==> src/rtl/pll_reset_seq_pkg.sv <==
// pll_pkg: state encoding and counter sizing shared by the PLL reset sequencer.
package pll_pkg;
    typedef enum logic [1:0] {
        WAIT_LOCK = 2'd0,
        RELEASE   = 2'd1,
        RUN       = 2'd2,
        HOLD      = 2'd3
    } state_t;

    function automatic int cnt_width(input int n);
        return (n < 2) ? 1 : $clog2(n);
    endfunction
endpackage

==> src/rtl/pll_reset_seq_sync.sv <==
// sync_ff2: two-flop synchroniser with async active-high reset to 0.
module sync_ff2 (
    input  logic clk,
    input  logic rst,
    input  logic d,
    output logic q
);
    logic meta;

    always_ff @(posedge clk or posedge rst) begin
        if (rst) begin
            meta <= 1'b0;
            q    <= 1'b0;
        end else begin
            meta <= d;
            q    <= meta;
        end
    end
endmodule

==> src/rtl/pll_reset_seq.sv <==
// pll_reset_seq: qualifies PLL lock, releases reset domains in staggered order,
// and re-asserts them on lock loss or software request.
module pll_reset_seq
    import pll_pkg::*;
#(
    parameter int NUM_RESETS  = 3,
    parameter int LOCK_CYCLES = 1024,
    parameter int STAGGER     = 16,
    parameter int HOLD_CYCLES = 64,
    parameter int CNT_W       = 8
) (
    input  logic                  clock_in,
    input  logic                  reset,
    input  logic                  locked,
    input  logic                  soft_reset_req,
    output logic [NUM_RESETS-1:0] rst_out,
    output logic                  ready,
    output logic [CNT_W-1:0]      lock_loss_count
);
    localparam int SPAN = (NUM_RESETS - 1) * STAGGER;
    localparam int MAX1 = (LOCK_CYCLES > HOLD_CYCLES) ? LOCK_CYCLES : HOLD_CYCLES;
    localparam int CW   = cnt_width((MAX1 > SPAN) ? MAX1 : SPAN);
    localparam state_t GO = (NUM_RESETS == 1) ? RUN : RELEASE;
    localparam logic [NUM_RESETS-1:0] FIRST = {NUM_RESETS{1'b1}} << 1;

    logic                  locked_s, lost;
    state_t                state, state_n;
    logic [CW-1:0]         cnt, cnt_n;
    logic [NUM_RESETS-1:0] rst_next;
    logic [CNT_W-1:0]      count_next;
    int                    step;

    sync_ff2 u_sync (.clk(clock_in), .rst(reset), .d(locked), .q(locked_s));

    // One shared counter: lock filter, stagger and hold; cleared on every state change.
    always_comb begin
        state_n    = state;
        cnt_n      = cnt + 1'b1;
        rst_next   = rst_out;
        step       = int'(cnt) + 1;
        lost       = !locked_s && state != WAIT_LOCK;
        count_next = (lost && !(&lock_loss_count)) ? lock_loss_count + 1'b1 : lock_loss_count;
        if (lost) begin
            state_n  = WAIT_LOCK;
            cnt_n    = '0;
            rst_next = '1;
        end else begin
            case (state)
                WAIT_LOCK: begin
                    if (!locked_s) cnt_n = '0;
                    else if (cnt == CW'(LOCK_CYCLES - 1)) begin
                        state_n  = GO;
                        cnt_n    = '0;
                        rst_next = FIRST;
                    end
                end
                RELEASE: begin
                    for (int i = 1; i < NUM_RESETS; i++)
                        if (i * STAGGER <= step) rst_next[i] = 1'b0;
                    if (step == SPAN) begin
                        state_n = RUN;
                        cnt_n   = '0;
                    end
                end
                RUN: begin
                    cnt_n = '0;
                    if (soft_reset_req) begin
                        state_n  = HOLD;
                        rst_next = '1;
                    end
                end
                HOLD: begin
                    if (cnt == CW'(HOLD_CYCLES - 1)) begin
                        state_n  = GO;
                        cnt_n    = '0;
                        rst_next = FIRST;
                    end
                end
                default: begin
                    state_n  = WAIT_LOCK;
                    cnt_n    = '0;
                    rst_next = '1;
                end
            endcase
        end
    end

    always_ff @(posedge clock_in or posedge reset) begin
        if (reset) begin
            state           <= WAIT_LOCK;
            cnt             <= '0;
            rst_out         <= '1;
            ready           <= 1'b0;
            lock_loss_count <= '0;
        end else begin
            state           <= state_n;
            cnt             <= cnt_n;
            rst_out         <= rst_next;
            ready           <= state_n == RUN;
            lock_loss_count <= count_next;
        end
    end
endmodule
==> config.mk <==
export PLATFORM = sky130hd
export DESIGN_NAME = pll_reset_seq
export DESIGN_NICKNAME = d
export VERILOG_FILES = /design/src/rtl/pll_reset_seq_pkg.sv /design/src/rtl/pll_reset_seq_sync.sv /design/src/rtl/pll_reset_seq.sv
export SDC_FILE = /design/constraint.sdc
export NUM_CORES = 1
export LEC_CHECK = 0
export BUFFER_PORTS_ARGS = -buffer_cell sky130_fd_sc_hd__buf_4
export CORE_ASPECT_RATIO = 0.9
export CORE_MARGIN = 4
export CORE_UTILIZATION = 60
export CTS_CLUSTER_DIAMETER = 40
export CTS_CLUSTER_SIZE = 30
export DETAILED_ROUTE_END_ITERATION = 16
export PLACE_DENSITY = 0.81
export SLEW_MARGIN = 20
export SYNTH_ARGS = -nofsm -noshare
export SYNTH_HDL_FRONTEND = slang
export SYNTH_HIERARCHICAL = 1
export SYNTH_SLANG_ARGS = --single-unit
==> constraint.sdc <==
create_clock -name clock_in -period 5.65 [get_ports clock_in]
set_input_delay 0 -clock clock_in [delete_from_list [all_inputs] [get_ports clock_in]]
set_output_delay 0 -clock clock_in [all_outputs]
set_load 0.005 [all_outputs]
---- Word level (Yosys, flattened, before mapping) ----
Index checks and enable logic that the tools add are counted.
operators by class
  equality and inequality tests ........... 13
  reduce and logical (&&, ||, !) cells .... 11
  $add $sub $neg .......................... 3
  order comparisons ....................... 2
  muxes and demuxes ....................... 22
operators by type and width
  operator                                                                          count
  10-bit two-way mux                                                                5
  10-bit case mux with 4 select lines                                               1
  2-bit case mux with 4 select lines                                                2
  3-bit two-way mux                                                                 5
  3-bit inequality test, second input constant                                      5
  5-bit AND reduction                                                               3
  2-bit two-way mux                                                                 6
  10-bit by 1-bit adder with 11-bit output, second input constant                   1
  11-bit by 6-bit == test with 1-bit output, second input constant                  1
  5-bit by 11-bit less-or-equal comparator with 1-bit output, first input constant  1
  6-bit by 11-bit less-or-equal comparator with 1-bit output, first input constant  1
  10-bit by 1-bit adder with 10-bit output, second input constant                   1
  10-bit == test, second input constant                                             1
  10-bit by 6-bit == test with 1-bit output, second input constant                  1
  8-bit by 1-bit adder with 8-bit output, second input constant                     1
  8-bit AND reduction                                                               1
  2-bit == test, second input constant                                              3
  4-bit nonzero test                                                                1
  3-bit by 2-bit inequality test with 1-bit output, second input constant           1
  1-bit case mux with 3 select lines                                                1
  2-bit by 1-bit == test with 1-bit output, second input constant                   1
  1-bit logical AND                                                                 2
  1-bit zero test                                                                   2
  2-bit zero test                                                                   1
  other kinds (2)                                                                   3
word-level totals
  input port bits ......................... 4
  logic and storage cells ................. 60
  bits in registers ....................... 26
  output and inout bits ................... 12

---- Depth between registers and ports, before layout ----
  depth after elaboration ................. 6
  gate-level depth with buffers ........... 9
  mapped depth without buffers ............ 6

---- By module ----
The synthesis kept the hierarchy.
by module, submodules not included
  module         seq. area each (um^2)  area each (um^2)  instances  cells an instance
  pll_reset_seq  604.3                  1539.0            1          157
  sync_ff2       50.0                   53.8              1          3

---- Worst setup path after synthesis ----
Ideal clock, no wire load.
  path type ............................... reg2reg
  from .................................... register cnt[0]
  to ...................................... register rst_out[1]
  period minus slack after synthesis ...... 2.108 ns
  cell stages (with the launch flop) ...... 9
  library setup time ...................... 0.091 ns
  required time ........................... 5.559 ns
  arrival time ............................ 2.017 ns
  slack ................................... 3.542 ns
  path buffers ............................ 2
  cell sequence ........................... dfrtp_1 > ha_1 > buf_6 > and3_1 > buf_6 > and4_4 > mux2i_1 > or3_1 > o31ai_1
between the ends
  word-level cells in the longest chain between the ends .. 4
  elaborated cells between the ends (all ways) .. 8
  those cells by class .................... add/sub (1); order compare (1); eq/ne (5); reduce/logical (1)
ends and longest elaborated chain
  item                                                        line                 text
  start, declared                                             pll_reset_seq.sv:28  logic [CW-1:0] cnt, cnt_n;
  start signal, assigned                                      pll_reset_seq.sv:97  cnt <= cnt_n;
  10-bit by 1-bit adder with 11-bit output                    pll_reset_seq.sv:40  step = int'(cnt) + 1;
  5-bit by 11-bit less-or-equal comparator with 1-bit output  pll_reset_seq.sv:59  if (i * STAGGER <= step) rst_next[i] = 1'b0;
  3-bit inequality test (no source line)                      -
  5-bit AND reduction (no source line) (*)                    -
  end signal, assigned                                        pll_reset_seq.sv:98  rst_out <= rst_next;
  end, declared                                               pll_reset_seq.sv:16  output logic [NUM_RESETS-1:0] rst_out,
Mark *: on every way between the ends. The rest lies on a longest branch, timed or not.
A chain may end at the register's enable or synchronous reset.

---- Worst setup path after layout ----
  from .................................... register cnt[0]
  to ...................................... register state[1]
between the ends
  word-level cells in the longest chain between the ends .. 5
  elaborated cells between the ends (all ways) .. 10
  those cells by class .................... add/sub (1); eq/ne (3); mux (6)
ends and longest elaborated chain
  item                                                                                   line                                      text
  10-bit by 1-bit adder with 11-bit output / 10-bit == test (equally long branches)      pll_reset_seq.sv:40, pll_reset_seq.sv:51
  11-bit by 6-bit == test with 1-bit output / 2-bit two-way mux (equally long branches)  pll_reset_seq.sv:60, pll_reset_seq.sv:51
  2-bit two-way mux, on equally long branches                                            pll_reset_seq.sv:60, pll_reset_seq.sv:50
  2-bit case mux with 4 select lines (*)                                                 pll_reset_seq.sv:48                       case (state)
  2-bit two-way mux (*)                                                                  pll_reset_seq.sv:43                       if (lost) begin
  net state_n[1]                                                                         pll_reset_seq.sv:27                       state_t state, state_n;
  end signal, assigned                                                                   pll_reset_seq.sv:96                       state <= state_n;
  end, declared                                                                          pll_reset_seq.sv:27
Mark *: on every way through the listed nets, which the timed path passes. The rest lies on a longest branch.

==> reports/metrics.yaml <==
muxShareOfSynthArea_pct: 1.96
outcome: "complete, no violations"
viasPerCell: 6.20
worst_setup_path_end_kind: "flop"
io_buffers: 15
gp_congestion: 0.835
max_cap_violations: 0
hpwlAfterDp_um: 2270
critPathKind: "flop to flop"
synth_edf_count: 0
hold_viol: 0
finalCritPeriodShare_pct: 43.5
required_ps: 5920
grt_setup_unrepaired: "false"
synth-compound-area-share_pct: 15.3
nFillCells: 185
root_buffer: "clkbuf_4"
htreeDepth: 1
core_area_mm2: 0.00249
n_antenna_cell: 0
grt.total_usage_pct: 18.3
synthXorXnorAreaFrac_pct: 8.25
maxClockFrequency_mhz: 407
fp.dieW_um: 62.3
drt_iter0_markers: 64
cts_buffers: 3
ys.flop_type: "dfrtp_1"
synth-seq-cells: 26
timing.rr.end: "state[1]"
synth_top_area_share_pct: 36.1
start_util_pct: 64.0
netlist_area_mm2: 0.00159
num_rows: 17
slew_violations: 0
peakVddDrop_mv: 0.221
grt_start_max_net_pins: 25
dr.pass1.iters: 4
cts_buffer_depth: 2
syn-num-nets: 167
critPathLaunchType: "flop"
cts_tree: "yes"
tightestPinTransition_ps: 893
cp.arrival_ps: 2730
syn_to_final_growth_pct: 5.42
cts.sinks: 26
min_path_type: "primary input to asynchronous set/reset pin"
fin_hold_ws_ps: 74.3
worstRegToRegCells: 6
wl_um: 3060
synth-simple-area-share_pct: 21.4
clock-skew-final_ps: 2.62
fin_crit_ps: 2460
r2r_setup_slack_ps: 3190
cp_max_fo: 9
finalSetupViolations: 0
instances_no_fill: 199
num_vias: 1233
synth_most_common_cell: "dfrtp_1"
power_mw: 0.305
io_pins: 16
final-seq-area_um2: 654
power.leakage_nw: 0.684
synth_top_family_by_area: "simple AND/OR/NAND/NOR gates"
placed_area_mm2: 0.00161
nNetsFinal: 179
finalInstanceArea_mm2: 0.00168
postRouteAntennaNets: 0
multi_input_area_um2: 785
die_area_mm2: 0.00354
powerDensity_mw_per_mm2: 182
yosys_warnings: 6
synth_fa_ha_area_share_pct: 2.36
grt_pass1_wl_um: 5340
drc: 0
synth_top_area_cell: "dfrtp_1"
die_h_um: 56.9
maxSlewHeadroom_pct: 40.4
netlist_instances: 160
grt_pass1_vias: 1201
synth_cell_types: 43
yosys-top-cells-count: "23 x dfrtp_1, 11 x nand2_1, 11 x xnor2_1, 9 x nor2_1, 8 x nor3_1"
yosysSeqAreaShare_pct: 41.1
worst_skew_pair.late_latency_ps: 320
antenna_found_initial: 0
cts-resized-gates: 0
ys_top_cells_by_area: "dfrtp_1 36%, xnor2_1 6.0%, dfstp_2 4.9%, buf_6 2.8%, nand4_1 2.7%"
r2r-start: "cnt[0]"
placedCellCount: 192
avgSynthCellArea_um2: 9.95
synthArstFlopShare_pct: 100
tns_ps: 0
drive_gt1_share_pct: 16.4
gr-total-overflow: 0
wire_per_inst_um: 15.4
path_clk_slew_ps: 130
how the worst max path moves through the flow:
stage                 end  startpoint  cells past startpoint  slack, ps
3_5_place_dp       cnt[2]      cnt[0]                      6       3230
3_3_place_gp       cnt[2]      cnt[0]                      6       3330
6_report         state[1]      cnt[0]                      6       3190
2_1_floorplan  rst_out[1]      cnt[0]                      8       3540
5_1_grt            cnt[5]      cnt[0]                      6       2970
4_1_cts          state[1]      cnt[0]                      6       3220
power by group:
part	internal [mW]	total (mW)	switching, mW
sequential	0.189	0.193	0.00478
clock	0.0394	0.0917	0.0523
combinational	0.00854	0.0202	0.0116
metrics by stage:
step / util (%) / setup slack, ps
after detailed placement: 64.8 / 3230
after global routing: 67.5 / 2970
after global placement: 64.8 / 3330
final: 67.5 / 3190
after floorplan: - / 3540
after CTS: 67.5 / 3220
layout make-up:
| cell class | instances | share of cell area, % |
|---|---|---|
| repair buffers | 18 | 8.49 |
| multi-input cells | 116 | 46.7 |
| flip-flops and latches | 26 | 39.0 |
| well taps | 28 | 2.09 |
| inverters | 7 | 1.56 |
| clock buffers | 4 | 2.16 |
placed cells by master (no fill, tap or decap), types with 2 or more instances in the layout:
cell           count
and4_1             3
a21oi_1            5
inv_1              7
buf_4             15
nand3_1            7
dfstp_2            3
or3_1              2
xor2_1             4
mux2i_1            2
nor3b_1            2
a211oi_1           4
a21o_1             2
nor2_1             9
ha_1               3
nor3_1             8
nor4_1             2
dfrtp_1           23
dlygate4sd3_1      3
xnor2_1           11
o21bai_1           2
o21ai_0            5
nor2b_1            3
and2_2             3
o31ai_1            3
o21a_1             2
clkbuf_4           3
a31oi_1            4
nand2_1           11
nand4_1            7
per-layer routing:
metal,part of all wire (%),up-vias,track usage (%)
li1,-,608,-
met2,46,36,29.6
met5,0,-,0
met4,2.8,0,6.36
met1,46,579,23.6
met3,5.7,10,4.80
cell families after synthesis:
kind of cell | Yosys count
adders and majority gates | 3
DFF | 26
and+or+nand+nor | 60
muxes | 3
xor gates and xnor gates | 15
buffers and inverters | 18
AOI/OAI and AO/OA | 35
timing repair:
item | in CTS | in global routing
buffers inserted | 0 | 0
hold buffers | 3 | 0
endpoints found under the hold margin | 25 | 0
flip-flops by register name (all words and copies together), names as in the netlist:
name,flops
u_sync/q,1
state,2
cnt,10
u_sync/meta,1
rst_out,3
ready,1
lock_loss_count,8
worst max-delay path: stages, from the launching register on:
cell     delay (ps)
dfrtp_1         490
ha_1            350
and3_1          380
and4_4          280
mux2i_1         130
nor4_4          570
o21a_1          210
Note: power is estimated with default switching activity, not from simulation.
